**config.mk**
```make
export PLATFORM = sky130hd
export DESIGN_NAME = serial_addsub_ctrl_flat
export DESIGN_NICKNAME = d
export VERILOG_FILES = /design/src/rtl/serial_addsub_ctrl_if.sv /design/src/rtl/serial_addsub_ctrl.sv /design/src/flat_wrapper.sv
export SDC_FILE = /design/constraint.sdc
export NUM_CORES = 1
export LEC_CHECK = 0
export BUFFER_PORTS_ARGS = -buffer_cell sky130_fd_sc_hd__buf_2
export CORE_ASPECT_RATIO = 0.9
export CORE_MARGIN = 10
export CORE_UTILIZATION = 53
export CTS_BUF_LIST = sky130_fd_sc_hd__clkbuf_4 sky130_fd_sc_hd__clkbuf_8 sky130_fd_sc_hd__clkbuf_16
export CTS_CLUSTER_SIZE = 25
export DETAILED_ROUTE_END_ITERATION = 7
export HOLD_SLACK_MARGIN = 0.1
export PLACE_DENSITY_LB_ADDON = 0.05
export RECOVER_POWER = 50
export SETUP_SLACK_MARGIN = 0.5
export SYNTH_ARGS = -nofsm -noshare
export SYNTH_HDL_FRONTEND = slang
export SYNTH_SLANG_ARGS = --single-unit
```
**constraint.sdc**
```tcl
create_clock -name clk -period 2.2 [get_ports clk]
set_input_delay 0.22 -clock clk [delete_from_list [all_inputs] [get_ports clk]]
set_output_delay 0.22 -clock clk [all_outputs]
set_load 0.02 [all_outputs]
```
**src/rtl/serial_addsub_ctrl_if.sv**
```systemverilog
// Handshake and operand/result bundle between the operand source/consumer and
// the bit-serial add/subtract controller.
interface serial_addsub_ctrl_if #(
    parameter int unsigned WIDTH = 4
);
    logic             start;
    logic             op;
    logic [WIDTH-1:0] a;
    logic [WIDTH-1:0] b;
    logic             ack;
    logic             busy;
    logic             done;
    logic [WIDTH-1:0] sum;
    logic             cout;
    logic             ovf;

    modport master (
        output start, op, a, b, ack,
        input  busy, done, sum, cout, ovf
    );

    modport slave (
        input  start, op, a, b, ack,
        output busy, done, sum, cout, ovf
    );
endinterface

```
**src/rtl/serial_addsub_ctrl.sv**
```systemverilog
// Bit-serial add/subtract controller: one full-adder step per clock over WIDTH-bit
// operands, with a start/busy/done/ack handshake.
module serial_addsub_ctrl #(
    parameter int unsigned WIDTH = 4
) (
    input logic                  clk,
    input logic                  reset,
    serial_addsub_ctrl_if.slave  bus
);
    localparam int unsigned IDX_W = $clog2(WIDTH);

    typedef enum logic [1:0] {
        IDLE = 2'd0,
        RUN  = 2'd1,
        DONE = 2'd2
    } state_t;

    state_t           state;
    logic [WIDTH-1:0] a_q;
    logic [WIDTH-1:0] b_q;
    logic [WIDTH-1:0] sum_q;
    logic [IDX_W-1:0] idx;
    logic             carry;
    logic             cout_q;
    logic             ovf_q;
    logic             busy_q;
    logic             done_q;

    logic             bit_a;
    logic             bit_b;
    logic             s_bit;
    logic             c_next;

    // The single shared full-adder cell.
    always_comb begin
        bit_a  = a_q[idx];
        bit_b  = b_q[idx];
        s_bit  = bit_a ^ bit_b ^ carry;
        c_next = (bit_a & bit_b) | (bit_a & carry) | (bit_b & carry);
    end

    always_ff @(posedge clk) begin
        if (reset) begin
            state  <= IDLE;
            a_q    <= '0;
            b_q    <= '0;
            sum_q  <= '0;
            idx    <= '0;
            carry  <= 1'b0;
            cout_q <= 1'b0;
            ovf_q  <= 1'b0;
            busy_q <= 1'b0;
            done_q <= 1'b0;
        end else begin
            case (state)
                IDLE: begin
                    if (bus.start) begin
                        // Subtraction is a + ~b + 1: invert b and seed the carry with op.
                        a_q    <= bus.a;
                        b_q    <= bus.op ? ~bus.b : bus.b;
                        carry  <= bus.op;
                        idx    <= '0;
                        sum_q  <= '0;
                        busy_q <= 1'b1;
                        state  <= RUN;
                    end
                end
                RUN: begin
                    sum_q[idx] <= s_bit;
                    carry      <= c_next;
                    idx        <= idx + IDX_W'(1);
                    if (idx == IDX_W'(WIDTH - 1)) begin
                        ovf_q  <= carry ^ c_next;
                        cout_q <= c_next;
                        busy_q <= 1'b0;
                        done_q <= 1'b1;
                        state  <= DONE;
                    end
                end
                DONE: begin
                    if (bus.ack) begin
                        done_q <= 1'b0;
                        state  <= IDLE;
                    end
                end
                default: begin
                    busy_q <= 1'b0;
                    done_q <= 1'b0;
                    state  <= IDLE;
                end
            endcase
        end
    end

    assign bus.busy = busy_q;
    assign bus.done = done_q;
    assign bus.sum  = sum_q;
    assign bus.cout = cout_q;
    assign bus.ovf  = ovf_q;
endmodule
```
**src/flat_wrapper.sv**
```systemverilog
// flat-port wrapper written by rule: the top's interface ports become plain ports
module serial_addsub_ctrl_flat 
#(
    parameter int unsigned WIDTH = 4
)
  (clk, reset, bus_start, bus_op, bus_a, bus_b, bus_ack, bus_busy, bus_done, bus_sum, bus_cout, bus_ovf);
  serial_addsub_ctrl_if #(.WIDTH(WIDTH)) bus_i ();
  input logic clk;
  input logic reset;
  input wire logic [$bits(bus_i.start)-1:0] bus_start;
  input wire logic [$bits(bus_i.op)-1:0] bus_op;
  input wire logic [$bits(bus_i.a)-1:0] bus_a;
  input wire logic [$bits(bus_i.b)-1:0] bus_b;
  input wire logic [$bits(bus_i.ack)-1:0] bus_ack;
  output wire logic [$bits(bus_i.busy)-1:0] bus_busy;
  output wire logic [$bits(bus_i.done)-1:0] bus_done;
  output wire logic [$bits(bus_i.sum)-1:0] bus_sum;
  output wire logic [$bits(bus_i.cout)-1:0] bus_cout;
  output wire logic [$bits(bus_i.ovf)-1:0] bus_ovf;
  assign bus_i.start = bus_start;
  assign bus_i.op = bus_op;
  assign bus_i.a = bus_a;
  assign bus_i.b = bus_b;
  assign bus_i.ack = bus_ack;
  assign bus_busy = bus_i.busy;
  assign bus_done = bus_i.done;
  assign bus_sum = bus_i.sum;
  assign bus_cout = bus_i.cout;
  assign bus_ovf = bus_i.ovf;
  serial_addsub_ctrl #(.WIDTH(WIDTH)) u_core (.clk(clk), .reset(reset), .bus(bus_i));
endmodule
```
==> parameters.txt, run 1 <==
Parameter                              Value

Placement
  Cell count after placement    148
  Number of I/O port buffers    20
  Routability Congestion    0.805
  Placed wire-length estimate    between 1 and 1.5 mm

Critical path
  Required time at the endpoint of the critical path    roughly 2400 ps
  CP peak stage delay    around 530 ps
  CP startpoint    u_core.idx[0]$_SDFFE_PP0P_
  CP cell instances    mux4_2, inv_2, fa_2, nor2_4, nand2_1, o41ai_2
  Biggest fanout along the worst timing path    4
  Path type of the worst setup path    flop to flop
  Path depth of the worst reg2reg path    6
  Arr. time, crit path    around 2000 ps
  Launching point of the worst reg2reg path    u_core.idx[0]$_SDFFE_PP0P_
  Critical path launch point type    flop
  R2R Path End    u_core.bus.sum[3]$_SDFFE_PP0P_
  Slowest cell on the critical path    mux4_2
  Crit end category    flop
  Register-to-Register Setup Slack    370 ps
  End point of the critical path    u_core.bus.sum[3]$_SDFFE_PP0P_

Clock network
  Total clock buffers created by CTS    3
  H-tree level count    1
  Clock tree from TritonCTS    done
  Number of sinks driven by the clock tree    21
  Clock-pin transition on the worst setup and hold timing paths    110 ps
  Post-CTS Hold Fix Bufs    0
  Maximum clock insertion buffer count    2
  Insertion delay to the later sink of the worst-skew pair    around 290 ps
  CTS Root Cell    clkbuf_4

Synth
  Yosys warning count    0
  Netlist cell types    29
  Portion of netlist area occupied by mux cells    0.0618
  Fraction of the mapped netlist area in compound gates    0.196
  Gate count after technology mapping    110
  Proportion of register bits with asynchronous set or reset after synthesis    0
  Post-synthesis sequential area ratio    0.400
  Number of nets produced by synthesis    128
  Most used flip-flop cell after synthesis    dfxtp_1
  Flops & latches, synth    21
  Xor and xnor area share after synthesis    0.0416
  Number of synthesized flops with an enable pin    0
  Area share of fa/ha/maj cells after synthesis    0.0666
  Largest family of logic cells by synthesized area    compound AO/OA/AOI/OAI gates
  Average cell area after synthesis    9.57 µm²
  Post-synthesis share of cell area spent on and, or, nand and nor gates    0.143
  Syn Std Cell Area    0.00105 mm²

Finish
  Storage cell area    about 420 µm²
  Filler Cells Inserted    approximately 170
  Number of non-filler instances in the completed layout    ~150
  Proportion of layout cells with a drive suffix above 1    0.227
  Antenna cells    0
  Area of combinational cells with multiple inputs    552 µm²
  Net count reported at finish    about 150
  Syn-to-layout area delta    10.7%

GRT
  Number of antenna violations at the first check in global routing    0
  All-Layer GR Usage    0.0957
  Wire length of the first global-routing pass    approximately 3.3 mm
  Leftover overflow at the end of global routing    0
  Maximum number of pins on one net before global-route repair    23
  Number of global-route vias before repair    between 700 and 800

Routing
  Post-detailed-route wirelength per cell    about 13 µm
  Vias after detailed routing    about 800
  Initial DRC Count    45
  Number of routed nets with antenna violations    0
  Routed wire length    a little over 2 mm
  Avg Vias per Cell    approximately 5
  Number of remaining DRC errors    0
  Drt first pass iters    4

Timing
  RSZ-0062 raised after global routing    true
  Final hold vios    0
  Worst max-slew margin expressed relative to the limit    0.288
  Max Slew Vio Count    0
  Upper clock frequency limit    between 0.5 and 0.6 GHz
  Actual transition at the worst max-transition pin    between 1000 and 1500 ps
  Post-Route Setup TNS    0 ps
  Final setup skew    2.10 ps
  Final period utilization    0.831
  Shortest period the worst path allows    about 1800 ps
  Final setup fails    0

Floorplanning
  Die ar.    about 0.0042 mm²
  Initial core utilization    0.555
  Core Footprint    ~0.0019 mm²
  Floorplan die height    62.3 µm
  Std-Cell Rows    15
  I/O pin count    21
  Chip width    67.0 µm

Run
  Max Cap Viol    0

Power
  Lkg Pwr    roughly 0.44 nW
  Power per cell area    around 630 mW/mm²
  VDD IR max    approximately 0.00042 V

Worst hold path
  Path category of the worst min-delay check    input pin to flop

Outcome
  Run status    finished clean
[area by class of cell]
cell class | instances | share of cell area
timing repair buffer | 22 | 0.0838
clock buffer | 4 | 0.0258
inverter | 9 | 0.0290
tap | 25 | 0.0269
sequential | 21 | 0.361
multi-input combinational | 72 | 0.474
[cells in the final DEF (no fill, tap or decap), drive strengths merged]
cell type  count
a2111oi        3
inv            9
ha             4
a21oi          9
nand2         11
fa             1
a31o           3
or3b           1
nor3b          1
mux4           2
o21a           1
clkbuf        14
nor2          14
o21bai         2
and3b          1
a211oi         6
buf           12
o41ai          1
o21ai          1
mux2i          2
nor2b          2
a221oi         1
xnor2          5
dfxtp         21
or3            1
[cells by family (layout without fill, tap and decap cells)]
family	count (synthesis)	count (layout)
mux	4	4
flops	21	21
buf+inv	17	35
compound gates	27	27
xor+xnor	5	5
fa+ha+maj	5	5
simple gates	31	31
[timing repair]
| item | 4_1_cts | 5_1_grt |
|---|---|---|
| pin swaps | 3 | 3 |
| gates resized for setup | 2 | 5 |
| endpoints found under the setup margin | 5 | 6 |
| setup buffers | 1 | 0 |
[metal layers]
metal	up-vias	global-route usage	wire length (µm)
li1	413	-	-
met1	361	0.116	976
met5	-	0	0
met3	2	0.0341	97
met2	12	0.155	931
met4	0	0.0231	8
[per-stage QoR]
step	util	area (µm²)	power, W	setup slack (ps)	hold WS, ps
3_3_place_gp	0.597	1130	0.000544	453	447
2_1_floorplan	-	1060	0.000519	505	356
5_1_grt	0.615	1160	0.000778	250	153
6_report	0.615	1160	0.000739	373	148
4_1_cts	0.618	1170	0.000744	428	137
3_5_place_dp	0.597	1130	0.000547	395	450
[worst min-delay path by stage]
| stage | startpoint | endpoint | slack (ps) | cells past startpoint |
|---|---|---|---|---|
| after floorplan | bus_a[0] | u_core.a_q[0]$_SDFFE_PP0P_ | 360 | 2 |
| after global placement | u_core.bus.sum[3]$_SDFFE_PP0P_ | u_core.bus.sum[3]$_SDFFE_PP0P_ | 450 | 2 |
| after detailed placement | u_core.a_q[3]$_SDFFE_PP0P_ | u_core.a_q[3]$_SDFFE_PP0P_ | 450 | 2 |
| after CTS | bus_a[1] | u_core.a_q[1]$_SDFFE_PP0P_ | 140 | 3 |
| after global routing | bus_a[3] | u_core.a_q[3]$_SDFFE_PP0P_ | 150 | 3 |
| final | bus_a[1] | u_core.a_q[1]$_SDFFE_PP0P_ | 150 | 3 |
[registers in the layout (all words and copies together) (netlist names)]
name             flops
u_core.carry         1
u_core.bus.sum       4
u_core.bus.cout      1
u_core.bus.done      1
u_core.b_q           4
u_core.state         2
u_core.a_q           4
u_core.bus.ovf       1
u_core.idx           2
u_core.bus.busy      1
[cells in the mapped netlist (3+ instances only)]
library cell	number	area [µm²]
buf_6	4	45.0
a211oi_1	4	30.0
dfxtp_1	21	420
a21oi_1	9	45.0
ha_1	4	50.1
a31o_1	3	26.3
inv_1	9	33.8
nor2_1	14	52.6
nand2_1	11	41.3
xnor2_1	5	43.8
[where the power goes]
group	leakage [nW]	switching (W)	internal [W]
combinational	0.245	0.0000723	0.0000564
sequential	0.172	0.0000155	0.000400
clock	0.0184	0.000111	0.0000828
total	0.435	0.000199	0.000539
[worst max-delay path, delay by kind of cell, from the launching register on]
family,cells,cell delay [ps]
adder cells (fa/ha/maj),1,440
buffers and inverters,1,80
AND/OR/NAND/NOR,2,210
AO/OA/AOI/OAI,1,60
multiplexers,1,530
flip-flops,1,420
No activity file was read; power rests on OpenSTA's default activity.
==> run 2, diff against run 1 <==
Settings changed: CORE_UTILIZATION 53 to 47.
Clock period 2.2 ns to 1.5 ns, I/O delays scaled along.
==> run 2 against run 1 <==
The flow now finishes with violations (negative setup slack). Register-to-register slack got worse by 630 ps. Hold slack got worse by 2.8 ps. Design area up 19%. Non-clock buffer count up 15. Global-route usage up 0.48 points. Critical path depth unchanged. First-iteration DRC count down 60%. Core utilization grew 2.8 points. Largest cell class unchanged. Setup slack lost 630 ps. Clock power rose by 39%. Via count rose by 9.0%.
==> parameters.txt, run 2 (same netlist as run 1, synthesis figures left out) <==
Parameter                              Value

Finish
  Syn-to-layout area delta    32.0%
  Proportion of layout cells with a drive suffix above 1    0.399
  Filler Cells Inserted    approximately 190
  Commonest non-fill, non-tap cell in the layout    dfxtp_1
  Layout Cell Area excl Fill    about 0.0014 mm²
  Antenna cells    0
  Net count reported at finish    162
  Commonest cells after routing, fill and taps aside    dfxtp_1 (18), buf_2 (12), buf_4 (11)

Clock network
  Clock-pin transition on the worst setup and hold timing paths    approximately 110 ps
  Number of sinks driven by the clock tree    21
  Clock tree from TritonCTS    done
  Total clock buffers created by CTS    3
  Insertion delay to the later sink of the worst-skew pair    just over 300 ps
  CTS Root Cell    clkbuf_4
  H-tree level count    1
  Maximum clock insertion buffer count    2

Critical path
  Path type of the worst setup path    flop to flop
  R2R Path End    u_core.bus.sum[3]$_SDFFE_PP0P_
  CP startpoint    u_core.idx[0]$_SDFFE_PP0P_
  Biggest fanout along the worst timing path    4
  End point of the critical path    u_core.bus.sum[3]$_SDFFE_PP0P_
  Crit end category    flop
  Launching point of the worst reg2reg path    u_core.idx[0]$_SDFFE_PP0P_
  Register-to-Register Setup Slack    -250 ps
  Critical path launch point type    flop
  Required time at the endpoint of the critical path    roughly 1700 ps
  Path depth of the worst reg2reg path    6
  Arr. time, crit path    roughly 2000 ps

GRT
  Number of antenna violations at the first check in global routing    0
  Leftover overflow at the end of global routing    0
  Maximum number of pins on one net before global-route repair    23
  All-Layer GR Usage    0.101
  Number of global-route vias before repair    around 870
  Wire length of the first global-routing pass    3.79 mm

Placement
  Routability Congestion    0.715
  Placed wire-length estimate    between 1.5 and 2 mm
  Pre-CTS setup slack    -268 ps
  Instance area after placement    0.00120 mm²
  Number of I/O port buffers    20

Power
  Lkg Pwr    about 0.54 nW
  Internal Power    roughly 0.0008 W
  Switching Power    between 0.0003 and 0.0004 W
  Switching portion of total power    0.280
  Proportion of power drawn by the clock network    0.239
  VDD IR max    0.000821 V
  Combinational group share of total power    0.222
  Power per cell area    812 mW/mm²
  Portion of total power attributed to sequential cells    0.539

Timing
  Final period utilization    1.17
  Final setup skew    between 5 and 6 ps
  Worst max-slew margin expressed relative to the limit    0.661
  Final worst setup slack    -255 ps
  Final setup fails    7
  RSZ-0062 raised after global routing    true
  Final hold vios    0
  Shortest period the worst path allows    1750 ps
  Upper clock frequency limit    between 0.5 and 0.6 GHz
  Max Slew Vio Count    0
  Actual transition at the worst max-transition pin    about 510 ps

Floorplanning
  Core Footprint    roughly 0.0022 mm²
  Std-Cell Rows    16
  Floorplan die height    roughly 65 µm
  Die ar.    0.00453 mm²
  Initial core utilization    0.487
  Chip width    roughly 70 µm
  I/O pin count    21

Routing
  Initial DRC Count    18
  Post-detailed-route wirelength per cell    roughly 13 µm
  Number of routed nets with antenna violations    0
  Number of remaining DRC errors    0
  Avg Vias per Cell    between 5 and 6
  Drt first pass iters    2
  Vias after detailed routing    859
  Routed wire length    around 2.2 mm

Outcome
  Failing checks    negative setup slack
  Run status    complete, but fails checks

Worst hold path
  Hold wc startpoint    bus_b[2]
  Path category of the worst min-delay check    input pin to flop

Run
  Max Cap Viol    0
-- run 2: cell count changes in the layout (fill, tap and decap cells not counted), moves of 2 or more --
cell	change
buf_4	+11
clkbuf_1	-6
dlygate4sd3_1	+5
buf_6	+4
dfxtp_1	-3
nor2_1	-3
nor2_4	+3
a21oi_1	-2
a21oi_2	+2
dfxtp_2	+2
-- run 2: critical path, stage by stage, from the launching register on --
cell,delay [ps]
dfxtp_4,380
mux4_2,500
inv_2,70
fa_2,450
nor2_4,140
nand2_1,80
o41ai_2,50
-- run 2: worst min-delay path by stage --
stage	endpoint	slack [ps]	cells after the start
finish	u_core.b_q[2]$_SDFFE_PP0P_	150	3
global route	u_core.b_q[2]$_SDFFE_PP0P_	120	3
CTS	u_core.b_q[0]$_SDFFE_PP0P_	120	3
detailed placement	u_core.a_q[1]$_SDFFE_PP0P_	400	3
global placement	u_core.a_q[1]$_SDFFE_PP0P_	400	3
floorplan	u_core.a_q[0]$_SDFFE_PP0P_	290	2
-- run 2: per-layer routing --
| layer | global-route usage | up-vias | routed length (µm) |
|---|---|---|---|
| met5 | 0 | - | 0 |
| met4 | 0.0369 | 0 | 16 |
| met3 | 0.0441 | 2 | 124 |
| met2 | 0.173 | 15 | 1040 |
| met1 | 0.107 | 398 | 1040 |
| li1 | - | 444 | - |
-- run 2: area by class of cell --
class | instances | area [µm²] | share of cell area
well taps | 27 | 33.8 | 0.0243
inverters | 9 | 36.3 | 0.0261
flip-flops and latches | 21 | 427 | 0.307
multi-input cells | 72 | 607 | 0.437
clock buffers | 3 | 22.5 | 0.0162
clock inverters | 1 | 5.00 | 0.00360
repair buffers | 37 | 258 | 0.186
-- run 2: power by group through the flow --
stage / sequential [W] / clock, W / combinational (W)
global route: 0.000613 / 0.000313 / 0.000276
finish: 0.000608 / 0.000269 / 0.000251
global placement: 0.000620 / 0 / 0.000204
CTS: 0.000609 / 0.000285 / 0.000245
detailed placement: 0.000621 / 0 / 0.000210
floorplan: 0.000624 / 0 / 0.000146
-- run 2: through the flow --
| stage | hold slack, ps | std cells | setup TNS [ps] | total power (W) | utilization |
|---|---|---|---|---|---|
| finish | 145 | 170 | -1210 | 0.00113 | 0.642 |
| detailed placement | 404 | 156 | -1400 | 0.000831 | 0.556 |
| global route | 122 | 170 | -1780 | 0.00120 | 0.642 |
| CTS | 117 | 168 | -1210 | 0.00114 | 0.627 |
| floorplan | 293 | 110 | -821 | 0.000770 | - |
| global placement | 402 | 156 | -1130 | 0.000824 | 0.556 |
-- run 2: what timing repair did --
action                                  in CTS  in global routing
buffers inserted                             4                  1
endpoints found under the setup margin      22                 29
hold buffers                                 4                  1
resized for setup                           18                 14
pin swaps                                    4                  5
hold endpoints to repair                     4                  1
==> run 3, diff against run 2 <==
Settings changed: BUFFER_PORTS_ARGS -buffer_cell sky130_fd_sc_hd__buf_2 to -buffer_cell sky130_fd_sc_hd__clkbuf_2.
==> run 3 against run 2 <==
The run still ends with negative setup slack left. Clock power is 12% higher. Total power is 9.2% higher. Setup slack worse by 32 ps. Critical path depth stayed put. Global-route usage is 1.4 points higher. Clock-buffer cell count is 1 higher. Design area is 15% higher. First-iteration DRC count is 120% higher. Fmax is 1.8% lower.
==> parameters.txt, run 3 (same netlist as run 1, synthesis figures left out) <==
Parameter                              Value

Outcome
  Run status    complete, but fails checks
  Failing checks    negative setup slack

Floorplanning
  Initial core utilization    0.487
  Std-Cell Rows    16
  Chip width    around 70 µm
  Die ar.    approximately 0.0045 mm²
  I/O pin count    21
  Core Footprint    approximately 0.0022 mm²
  Floorplan die height    64.9 µm

Finish
  Commonest cells after routing, fill and taps aside    buf_4 (17), dfxtp_1 (17), clkbuf_2 (12)
  Net count reported at finish    roughly 170
  Proportion of layout cells with a drive suffix above 1    0.526
  Final Core Density    0.736
  Antenna cells    0
  Syn-to-layout area delta    51.1%

Power
  Portion of total power attributed to sequential cells    0.493
  Power per cell area    a little under 800 mW/mm²
  Proportion of power drawn by the clock network    0.243
  Internal Power    0.000879 W
  Lkg Pwr    approximately 0.65 nW
  Switching portion of total power    0.287
  VDD IR max    roughly 0.00080 V
  Switching Power    0.000353 W
  Combinational group share of total power    0.264

Timing
  Final setup fails    7
  Post-Route Setup TNS    -1330 ps
  Max Slew Vio Count    0
  Actual transition at the worst max-transition pin    around 410 ps
  Final hold vios    0
  Final period utilization    1.19
  RSZ-0062 raised after global routing    true
  Upper clock frequency limit    around 0.56 GHz
  Shortest period the worst path allows    approximately 1800 ps
  Final worst setup slack    -287 ps
  Final setup skew    8.14 ps
  Worst max-slew margin expressed relative to the limit    0.728
  Hold_ws    approximately 140 ps

Clock network
  Maximum clock insertion buffer count    2
  Total clock buffers created by CTS    3
  Clock tree from TritonCTS    done
  Clock-pin transition on the worst setup and hold timing paths    between 100 and 150 ps
  H-tree level count    1
  Insertion delay to the later sink of the worst-skew pair    between 300 and 400 ps
  Number of sinks driven by the clock tree    21
  CTS Root Cell    clkbuf_4

Critical path
  Arr. time, crit path    about 2000 ps
  Path type of the worst setup path    flop to flop
  Critical path launch point type    flop
  Register-to-Register Setup Slack    -290 ps
  Required time at the endpoint of the critical path    around 1700 ps
  Biggest fanout along the worst timing path    4
  Crit end category    flop

GRT
  Maximum number of pins on one net before global-route repair    16
  Number of global-route vias before repair    a little over 900
  All-Layer GR Usage    0.114
  Number of antenna violations at the first check in global routing    0
  Leftover overflow at the end of global routing    0
  Wire length of the first global-routing pass    between 4 and 5 mm

Routing
  Top sig layer    met4
  Metal-1 WL    1.15 mm
  Met3 routed wirelength    around 120 µm
  Routed wire length    2.62 mm
  Number of routed nets with antenna violations    0
  Post-detailed-route wirelength per cell    roughly 14 µm
  Initial DRC Count    39
  Routed length on met2    about 1.3 mm
  Drt first pass iters    4
  Number of remaining DRC errors    0
  Vias after detailed routing    between 900 and 1000
  Avg Vias per Cell    5.11

Placement
  Placed wire-length estimate    1.70 mm
  Routability Congestion    ~0.73
  Number of I/O port buffers    20

Worst hold path
  Path category of the worst min-delay check    input pin to flop

Run
  Max Cap Viol    0
[run 3: cell count changes in the layout (fill, tap and decap cells not counted), sizes merged]
cell,before,now
dlygate4sd3,5,4
buf,27,29
clkbuf,8,19
clkinv,1,0
[run 3: worst max-delay path, stage by stage, from the launching register on]
cell     delay [ps]
dfxtp_4         390
mux4_2          500
inv_2            70
fa_2            460
nor2_4          140
nand2_1          90
o41ai_2          60
[run 3: final cells by class]
class / instances / area, µm²
Multi-Input combinational cell: 72 / 676
Fill cell: 182 / 572
Sequential cell: 21 / 433
Timing Repair Buffer: 48 / 384
Inverter: 9 / 33.8
Tap cell: 27 / 33.8
Clock buffer: 4 / 30.0
[run 3: per-layer routing]
metal / vias up / global-route usage
li1: 462 / -
met1: 443 / 0.134
met2: 18 / 0.191
met3: 2 / 0.0441
met4: 0 / 0.0320
met5: - / 0
[run 3: power by group through the flow]
| stage | Combinational [W] | Clock (W) | Sequential [W] |
|---|---|---|---|
| 6_report | 0.000325 | 0.000300 | 0.000607 |
| 2_1_floorplan | 0.000146 | 0 | 0.000624 |
| 3_5_place_dp | 0.000213 | 0 | 0.000622 |
| 4_1_cts | 0.000286 | 0.000307 | 0.000606 |
| 5_1_grt | 0.000353 | 0.000339 | 0.000612 |
| 3_3_place_gp | 0.000205 | 0 | 0.000622 |
[run 3: metrics by stage]
stage / area [µm²] / total power, W / worst slack (ps) / instances
floorplan: 1080 / 0.000770 / -163 / 110
global placement: 1210 / 0.000827 / -216 / 157
detailed placement: 1210 / 0.000834 / -266 / 157
CTS: 1470 / 0.00120 / -294 / 179
global route: 1590 / 0.00130 / -331 / 181
finish: 1590 / 0.00123 / -287 / 181
[run 3: worst paths after layout]
check             cells after the start                  startpoint                             end
hold / removal                        3                    bus_b[0]      u_core.b_q[0]$_SDFFE_PP0P_
hold reg to reg                       2  u_core.a_q[2]$_SDFFE_PP0P_      u_core.a_q[2]$_SDFFE_PP0P_
setup / recovery                      6  u_core.idx[0]$_SDFFE_PP0P_  u_core.bus.sum[3]$_SDFFE_PP0P_
setup reg to reg                      6  u_core.idx[0]$_SDFFE_PP0P_  u_core.bus.sum[3]$_SDFFE_PP0P_
[run 3: timing repair]
item / in CTS / in global routing
endpoints found under the hold margin: 4 / 0
gates resized for setup: 25 / 41
setup endpoints to repair: 22 / 29
hold buffers: 4 / 0
pin swaps: 15 / 7
setup buffers: 14 / 2
gates cloned: 0 / 0
